`src/rtl/fpu_pkg.sv`:
```
// fpu: shared FPU datapath types (rounding mode, normalized result bundle)
package fpu;
  typedef enum logic [2:0] {
    FPU_RNE = 3'd0,
    FPU_RTZ = 3'd1,
    FPU_RDN = 3'd2,
    FPU_RUP = 3'd3,
    FPU_RMM = 3'd4
  } fpu_round_mode_t;
  typedef struct packed {
    logic            sign;
    logic [7:0]      exponent;
    logic [23:0]     mantissa;
    logic [2:0]      guard;
    logic            nan;
    logic            inf;
    logic            zero;
    fpu_round_mode_t mode;
  } fpu_result_t;
endpackage

```
`src/rtl/fpu_round_pkg.sv`:
```
// fpu_round: rounding-stage types, canonical NaN and the decide/pack functions
package fpu_round;
  import fpu::*;
  localparam logic [31:0] FPU_CANONICAL_NAN = 32'h7FC00000;
  typedef struct packed {
    logic nv;
    logic dz;
    logic of;
    logic uf;
    logic nx;
  } fpu_round_flags_t;
  typedef struct packed {
    fpu_result_t res;
    logic        invalid;
    logic        round_up;
    logic        inexact;
    logic        tiny;
  } fpu_round_stage1_t;
  typedef struct packed {
    logic [31:0]      data;
    fpu_round_flags_t flags;
  } fpu_round_out_t;
  function automatic fpu_round_stage1_t fpu_round_decide(input fpu_result_t r, input logic invalid);
    fpu_round_stage1_t s;
    s.res      = r;
    s.invalid  = invalid;
    s.inexact  = |r.guard;
    s.tiny     = r.exponent == 8'd0;
    s.round_up = (r.mode == FPU_RTZ) ? 1'b0 :
                 (r.mode == FPU_RDN) ? r.sign & s.inexact :
                 (r.mode == FPU_RUP) ? !r.sign & s.inexact :
                 (r.mode == FPU_RMM) ? r.guard[2] :
                 r.guard[2] & (|r.guard[1:0] | r.mantissa[0]);
    return s;
  endfunction
  function automatic fpu_round_out_t fpu_round_pack(input fpu_round_stage1_t s);
    fpu_round_out_t o;
    logic [24:0] sum;
    logic [8:0]  exp;
    logic [22:0] frac;
    logic        ovf;
    logic        to_inf;
    sum    = {1'b0, s.res.mantissa} + 25'(s.round_up);
    exp    = sum[24] ? {1'b0, s.res.exponent} + 9'd1 : (s.tiny & sum[23]) ? 9'd1 : {1'b0, s.res.exponent};
    frac   = sum[24] ? sum[23:1] : sum[22:0];
    ovf    = (exp >= 9'd255) | ((s.res.exponent == 8'hFE) & (&s.res.mantissa) & s.res.guard[2]);
    to_inf = !((s.res.mode == FPU_RTZ) | ((s.res.mode == FPU_RDN) & !s.res.sign) |
               ((s.res.mode == FPU_RUP) & s.res.sign));
    o.flags = '0;
    if (s.res.nan) begin
      o.data     = FPU_CANONICAL_NAN;
      o.flags.nv = s.invalid;
    end else if (s.res.inf) begin
      o.data = {s.res.sign, 8'hFF, 23'h0};
    end else if (s.res.zero) begin
      o.data = {s.res.sign, 31'h0};
    end else if (ovf) begin
      o.data     = to_inf ? {s.res.sign, 8'hFF, 23'h0} : {s.res.sign, 8'hFE, 23'h7FFFFF};
      o.flags.of = 1'b1;
      o.flags.nx = 1'b1;
    end else begin
      o.data     = {s.res.sign, exp[7:0], frac};
      o.flags.nx = s.inexact;
      o.flags.uf = s.tiny & s.inexact & (exp == 9'd0);
    end
    return o;
  endfunction
endpackage

```
`src/rtl/fpu_round_pack.sv`:
```
// fpu_round_pack: 2-stage round/pack pipeline (in_valid/in_ready/in_result/in_invalid -> out_valid/out_ready/out_data/out_flags)
module fpu_round_pack
  import fpu::*;
  import fpu_round::*;
(
  input  logic        clk,
  input  logic        rst,
  input  logic        in_valid,
  output logic        in_ready,
  input  fpu_result_t in_result,
  input  logic        in_invalid,
  output logic        out_valid,
  input  logic        out_ready,
  output logic [31:0] out_data,
  output logic [4:0]  out_flags
);
  logic              r_s1_valid;
  fpu_round_stage1_t r_s1;
  logic              r_out_valid;
  logic [31:0]       r_out_data;
  logic [4:0]        r_out_flags;
  logic              w_s2_load;
  fpu_round_out_t    w_pack;
  assign w_s2_load = !r_out_valid | out_ready;
  assign in_ready  = !r_s1_valid | w_s2_load;
  assign w_pack    = fpu_round_pack(r_s1);
  assign out_valid = r_out_valid;
  assign out_data  = r_out_data;
  assign out_flags = r_out_flags;
  always_ff @(posedge clk) begin
    if (rst) begin
      r_s1_valid  <= 1'b0;
      r_out_valid <= 1'b0;
      r_out_data  <= '0;
      r_out_flags <= '0;
    end else begin
      if (in_ready) r_s1_valid <= in_valid;
      if (w_s2_load) begin
        r_out_valid <= r_s1_valid;
        if (r_s1_valid) begin
          r_out_data  <= w_pack.data;
          r_out_flags <= w_pack.flags;
        end
      end
    end
  end
  always_ff @(posedge clk) begin
    if (in_ready) r_s1 <= fpu_round_decide(in_result, in_invalid);
  end
endmodule
```
`config.mk`:
```
export PLATFORM = sky130hd
export DESIGN_NAME = fpu_round_pack
export DESIGN_NICKNAME = d
export VERILOG_FILES = /design/src/rtl/fpu_pkg.sv /design/src/rtl/fpu_round_pkg.sv /design/src/rtl/fpu_round_pack.sv
export SDC_FILE = /design/constraint.sdc
export NUM_CORES = 1
export LEC_CHECK = 0
export ABC_AREA = 1
export CORE_MARGIN = 4
export CORE_UTILIZATION = 45
export CTS_BUF_LIST = sky130_fd_sc_hd__clkbuf_2
export CTS_CLUSTER_SIZE = 25
export DETAILED_ROUTE_END_ITERATION = 10
export PLACE_DENSITY = 0.71
export SLEW_MARGIN = 30
export SYNTH_ARGS = -nofsm -noshare
export SYNTH_HDL_FRONTEND = slang
export SYNTH_SLANG_ARGS = --single-unit
```
`constraint.sdc`:
```
create_clock -name clk -period 4.04 [get_ports clk]
set_clock_uncertainty 0.2 [all_clocks]
set_input_delay 0.808 -clock clk [delete_from_list [all_inputs] [get_ports clk]]
set_output_delay 0.808 -clock clk [all_outputs]
set_load 0.01 [all_outputs]
```
Word level (Yosys, flattened, before mapping)
Cells that the tools add are included.
{"block": "classes", "n_addsub": 2, "n_lt_le_gt_ge": 1, "eq_ne": 8, "mux": 18, "n_bitwise": 16, "reduce_logical": 10}
{"operator": "two-way mux 31 bit", "count": 3}
{"operator": "two-way mux 32 bit", "count": 1}
{"operator": "adder 24 x 1 -> 25 bit", "count": 1}
{"operator": "two-way mux 24 bit", "count": 1}
{"operator": "AND reduction 24 bit", "count": 1}
{"operator": "two-way mux 23 bit", "count": 1}
{"operator": "== test 3 x 2 -> 1 bit (second input constant)", "count": 4}
{"operator": "AND 1 bit", "count": 10}
{"operator": "adder 8 x 1 -> 9 bit (second input constant)", "count": 1}
{"operator": "greater-or-equal comparator 9 x 8 -> 1 bit (second input constant)", "count": 1}
{"operator": "zero test 9 bit", "count": 1}
{"operator": "two-way mux 3 bit", "count": 3}
{"operator": "two-way mux 9 bit", "count": 1}
{"operator": "== test 8 bit (second input constant)", "count": 1}
{"operator": "zero test 8 bit", "count": 1}
{"operator": "two-way mux 8 bit", "count": 1}
{"operator": "two-way mux 1 bit", "count": 7}
{"operator": "== test 3 x 1 -> 1 bit (second input constant)", "count": 2}
{"operator": "bitwise OR 1 bit", "count": 6}
{"operator": "zero test 1 bit", "count": 4}
{"operator": "== test 3 bit (second input constant)", "count": 1}
{"operator": "OR reduction 3 bit", "count": 1}
{"operator": "AND reduction 2 bit", "count": 1}
{"operator": "OR reduction 2 bit", "count": 1}
{"block": "word_totals", "ff_bits": 84, "input_bits": 47, "word_cells": 71}

Logic depth before layout (Yosys ltp)
{"block": "depth", "ltp_word": 10, "ltp_mapped": 19}

Worst setup path after synthesis
No wires, ideal clock.
{"block": "synth_timing", "path_kind": "in2out", "from": "input port out_ready", "to": "output port in_ready", "t_arrival_ps": 1946, "slack_ps": 1086, "cell_stages": 2, "n_path_buf": 0, "path_cell_list": "inv_1 nand3_1"}
{"block": "synth_via", "elab_chain_cells": 2}
{"item": "start, declared", "line": "fpu_round_pack.sv:13", "source": "input logic out_ready,"}
{"item": "bitwise OR 1 bit", "line": "fpu_round_pack.sv:24", "source": "assign w_s2_load = !r_out_valid | out_ready;"}
{"item": "bitwise OR 1 bit", "line": "fpu_round_pack.sv:25", "source": "assign in_ready = !r_s1_valid | w_s2_load;"}
{"item": "end, declared", "line": "fpu_round_pack.sv:9", "source": "output logic in_ready,"}
No other way between the ends.

Worst setup path in the final report
{"block": "layout_timing", "from": "register r_s1[2] (netlist name)", "to": "register r_out_data[23] (netlist: out_data[23])"}
{"block": "layout_via", "elab_chain_cells": 10}
{"item": "start, declared", "line": "fpu_round_pack.sv:18", "source": "fpu_round_stage1_t r_s1;"}
{"item": "start signal, assigned", "line": "fpu_round_pack.sv:48", "source": "if (in_ready) r_s1 <= fpu_round_decide(in_result, in_invalid);"}
{"item": "adder 24 x 1 -> 25 bit (*)", "line": "fpu_round_pkg.sv:43", "source": "sum = {1'b0, s.res.mantissa} + 25'(s.round_up);"}
{"item": "AND 1 bit", "line": "fpu_round_pkg.sv:44", "source": "exp = sum[24] ? {1'b0, s.res.exponent} + 9'd1 : (s.tiny & sum[23]) ? 9'd1 : {1'b0, s.res.exponent};"}
{"item": "two-way mux 8 bit", "line": "fpu_round_pkg.sv:44"}
{"item": "two-way mux 9 bit (*)", "line": "fpu_round_pkg.sv:44"}
{"item": "greater-or-equal comparator 9 x 8 -> 1 bit", "line": "fpu_round_pkg.sv:46", "source": "ovf = (exp >= 9'd255) | ((s.res.exponent == 8'hFE) & (&s.res.mantissa) & s.res.guard[2]);"}
{"item": "bitwise OR 1 bit", "line": "fpu_round_pkg.sv:46"}
{"item": "two-way mux 31 bit (*)", "line": "fpu_round_pkg.sv:57", "source": "end else if (ovf) begin"}
{"item": "two-way mux 31 bit (*)", "line": "fpu_round_pkg.sv:55", "source": "end else if (s.res.zero) begin"}
{"item": "two-way mux 31 bit (*)", "line": "fpu_round_pkg.sv:53", "source": "end else if (s.res.inf) begin"}
{"item": "two-way mux 32 bit (*)", "line": "fpu_round_pkg.sv:50", "source": "if (s.res.nan) begin"}
{"item": "end signal, assigned", "line": "fpu_round_pack.sv:41", "source": "r_out_data <= w_pack.data;"}
{"item": "end, declared", "line": "fpu_round_pack.sv:20", "source": "logic [31:0] r_out_data;"}
Every way passes the cells marked *; elsewhere a longest branch is shown, timed or not.
A chain may end at the register's enable or synchronous reset.

==> flow_summary.json <==
{
  "final_cells": 678,
  "synthSimpleGateAreaFrac": 0.320,
  "yosysMostFrequentCell": "nand2_1",
  "arrival_ps": 3380,
  "drt-met1-wl_mm": 4.33,
  "relSlewSlack": 0.446,
  "synth_top_area_cell": "edfxtp_1",
  "endpoint": "out_data[23]",
  "numCtsBuffers": 9,
  "drtIter0Drc": 178,
  "viasPerCell": 5.17,
  "rows": 35,
  "max_freq_mhz": 324,
  "cellPowerDensity_nw_per_um2": 294,
  "cts_tree": "done",
  "maxCapViolCount": 0,
  "cts_sinks": 82,
  "synth-compound-area-share": 0.0820,
  "grt_remaining_overflow": 0,
  "end_kind": "flop",
  "crit_type": "flop to flop",
  "core_area_um2": 9200,
  "synth_nets": 531,
  "dr.pass1.iters": 5,
  "synth_top_area_frac": 0.311,
  "crit_path_start": "r_s1[2]",
  "start_kind": "flop",
  "grt_setup_unrepaired": "false",
  "wl_per_cell_um": 14.6,
  "synth_top_family_by_area": "simple AND/OR/NAND/NOR gates",
  "clk_pin_slew_ps": 240,
  "place.gp.congestion": 0.850,
  "start_util": 0.461,
  "post_cts_buffers": 0,
  "synth_mux_area_frac": 0.00236,
  "postSynthCellCount": 480,
  "ys.flop_type": "edfxtp_1",
  "layout-drive-gt1-share": 0.138,
  "p_total_mw": 1.54,
  "status": "finished clean",
  "synthTopCellsByArea": "edfxtp_1 (31%), dfxtp_1 (18%), nand2_1 (9.5%), nand3_2 (7.8%), a21oi_1 (4.5%)",
  "htree_levels": 3,
  "grt_pass1_vias": 3522,
  "insertedDiodeCount": 0,
  "die_x_um": 105,
  "cts_hold_buf": 0,
  "r2r_slack_ps": 950,
  "slew_viol_final": 0,
  "gr-usage-all-layers": 0.189,
  "peakVddDrop_mv": 0.153,
  "synthTopCellsByCount": "nand2_1 (107), nor2_1 (47), edfxtp_1 (44), a21oi_1 (38), dfxtp_1 (38)",
  "io_pins": 86,
  "port_buffers": 84,
  "highest_layer": "met4",
  "synth_edf_count": 44,
  "post-dp-hpwl_mm": 7.59,
  "hold_class": "flop to flop",
  "grt_pass1_wl_mm": 16.6,
  "ctsRootBufferMaster": "clkbuf_2",
  "ys_warn_count": 0,
  "area_growth_pct": 23.6,
  "setup_viol": 0,
  "hold_viol_final": 0,
  "nets": 613,
  "wl_met2_mm": 4.88,
  "r2r_end": "out_data[23]",
  "setup_tns_ps": 0,
  "clk_path_buf_depth": 2,
  "period_needed_ps": 3090,
  "routed_wl_mm": 9.93,
  "yosysSeqAreaShare": 0.491,
  "worst-endpoint-required_ps": 4330,
  "die_area_um2": 11000,
  "cts_resized": 0,
  "insertion_delay_ps": 550,
  "hp-start": "out_data[1]",
  "yosys_register_bits": 82,
  "syn-cell-area_um2": 4240,
  "synthAdderAreaFrac": 0.0118,
  "fin_crit_sh": 0.765,
  "vias": 3505,
  "met3WireLength_um": 478,
  "place_inst": 662,
  "avgSynthCellArea_um2": 8.84,
  "ys_types": 41,
  "reg2reg_depth": 19,
  "r2r-start": "r_s1[2]",
  "synthXorXnorAreaFrac": 0.0371,
  "power.static_leakage_nw": 2.12,
  "drc": 0,
  "grt_max_degree": 46,
  "die_h_um": 105,
  "holdWs_ps": 281,
  "path_max_fanout": 25,
  "antenna_left": 0,
  "async_reset_ff_frac": 0,
  "antenna_found_initial": 0,
  "tightest_slew_ps": 825
}
[placed cells by master (no fill, tap or decap), drive strengths merged, types with 7 or more instances in the layout]
| cell type | instances |
|---|---|
| or2 | 7 |
| clkdlybuf4s50 | 84 |
| o21ai | 21 |
| nor3 | 7 |
| xor2 | 13 |
| nor2 | 52 |
| nand2 | 115 |
| inv | 36 |
| nand3 | 63 |
| edfxtp | 44 |
| clkbuf | 10 |
| dfxtp | 38 |
| a21oi | 39 |
[stage by stage]
step	setup slack (ps)	util	cell area, um2
finish	950	0.570	5250
floorplan	1090	-	4240
global placement	1080	0.560	5150
CTS	983	0.570	5250
detailed placement	1020	0.560	5150
global route	621	0.570	5250
[critical path, stage by stage (launching register included)]
cell      delay [ps]
edfxtp_1         430
ha_1             230
ha_1             210
nand2_1           70
inv_1             50
nand3_2           80
nor2_2            60
nand2_4          160
clkinv_4         160
nor2_1           120
nand2_1           60
nand2_1          100
nand2_1           70
nor2_2           150
nand2_4          230
nand2_4          190
nand2_4          190
nand2_1          110
nand2_1           50
a21oi_1          110
[cell type report]
type / instances / area, um2
inverters: 32 / 125
clock inverters: 6 / 46.3
multi-input cells: 349 / 1930
flip-flops and latches: 82 / 2080
clock buffers: 10 / 50.0
well taps: 111 / 139
repair buffers: 88 / 871
fillers: 844 / 3950
[state kept, by name, summed over array words and instances, names as in the netlist]
register    count
out_data       32
out_valid       1
r_s1_valid      1
r_s1           44
out_flags       4
[how the worst min path moves through the flow]
| stage | endpoint | cells after the start |
|---|---|---|
| floorplan | out_data[31] | 2 |
| global placement | out_data[8] | 2 |
| detailed placement | out_data[1] | 2 |
| CTS | out_data[1] | 2 |
| global route | out_data[3] | 2 |
| finish | out_data[1] | 2 |
[where the power goes]
| group | internal, mW | switching [mW] | leakage (nW) |
|---|---|---|---|
| clock | 0.0917 | 0.298 | 0.0657 |
| combinational | 0.104 | 0.100 | 1.28 |
| sequential | 0.917 | 0.0294 | 0.774 |
[layer usage]
metal	track usage	vias up
li1	-	1786
met1	0.227	1611
met2	0.324	87
met3	0.0544	21
met4	0.0675	0
met5	0	-
[cells by family (layout without fill, tap and decap cells)]
| kind of cell | count (synthesis) | after routing |
|---|---|---|
| flops | 82 | 82 |
| buf+inv | 49 | 136 |
| simple gates | 259 | 259 |
| mux | 1 | 1 |
| fa+ha+maj | 4 | 4 |
| xor+xnor | 18 | 18 |
| other cells | 1 | 1 |
| compound gates | 66 | 66 |
No activity file was read; power rests on OpenSTA's default activity.
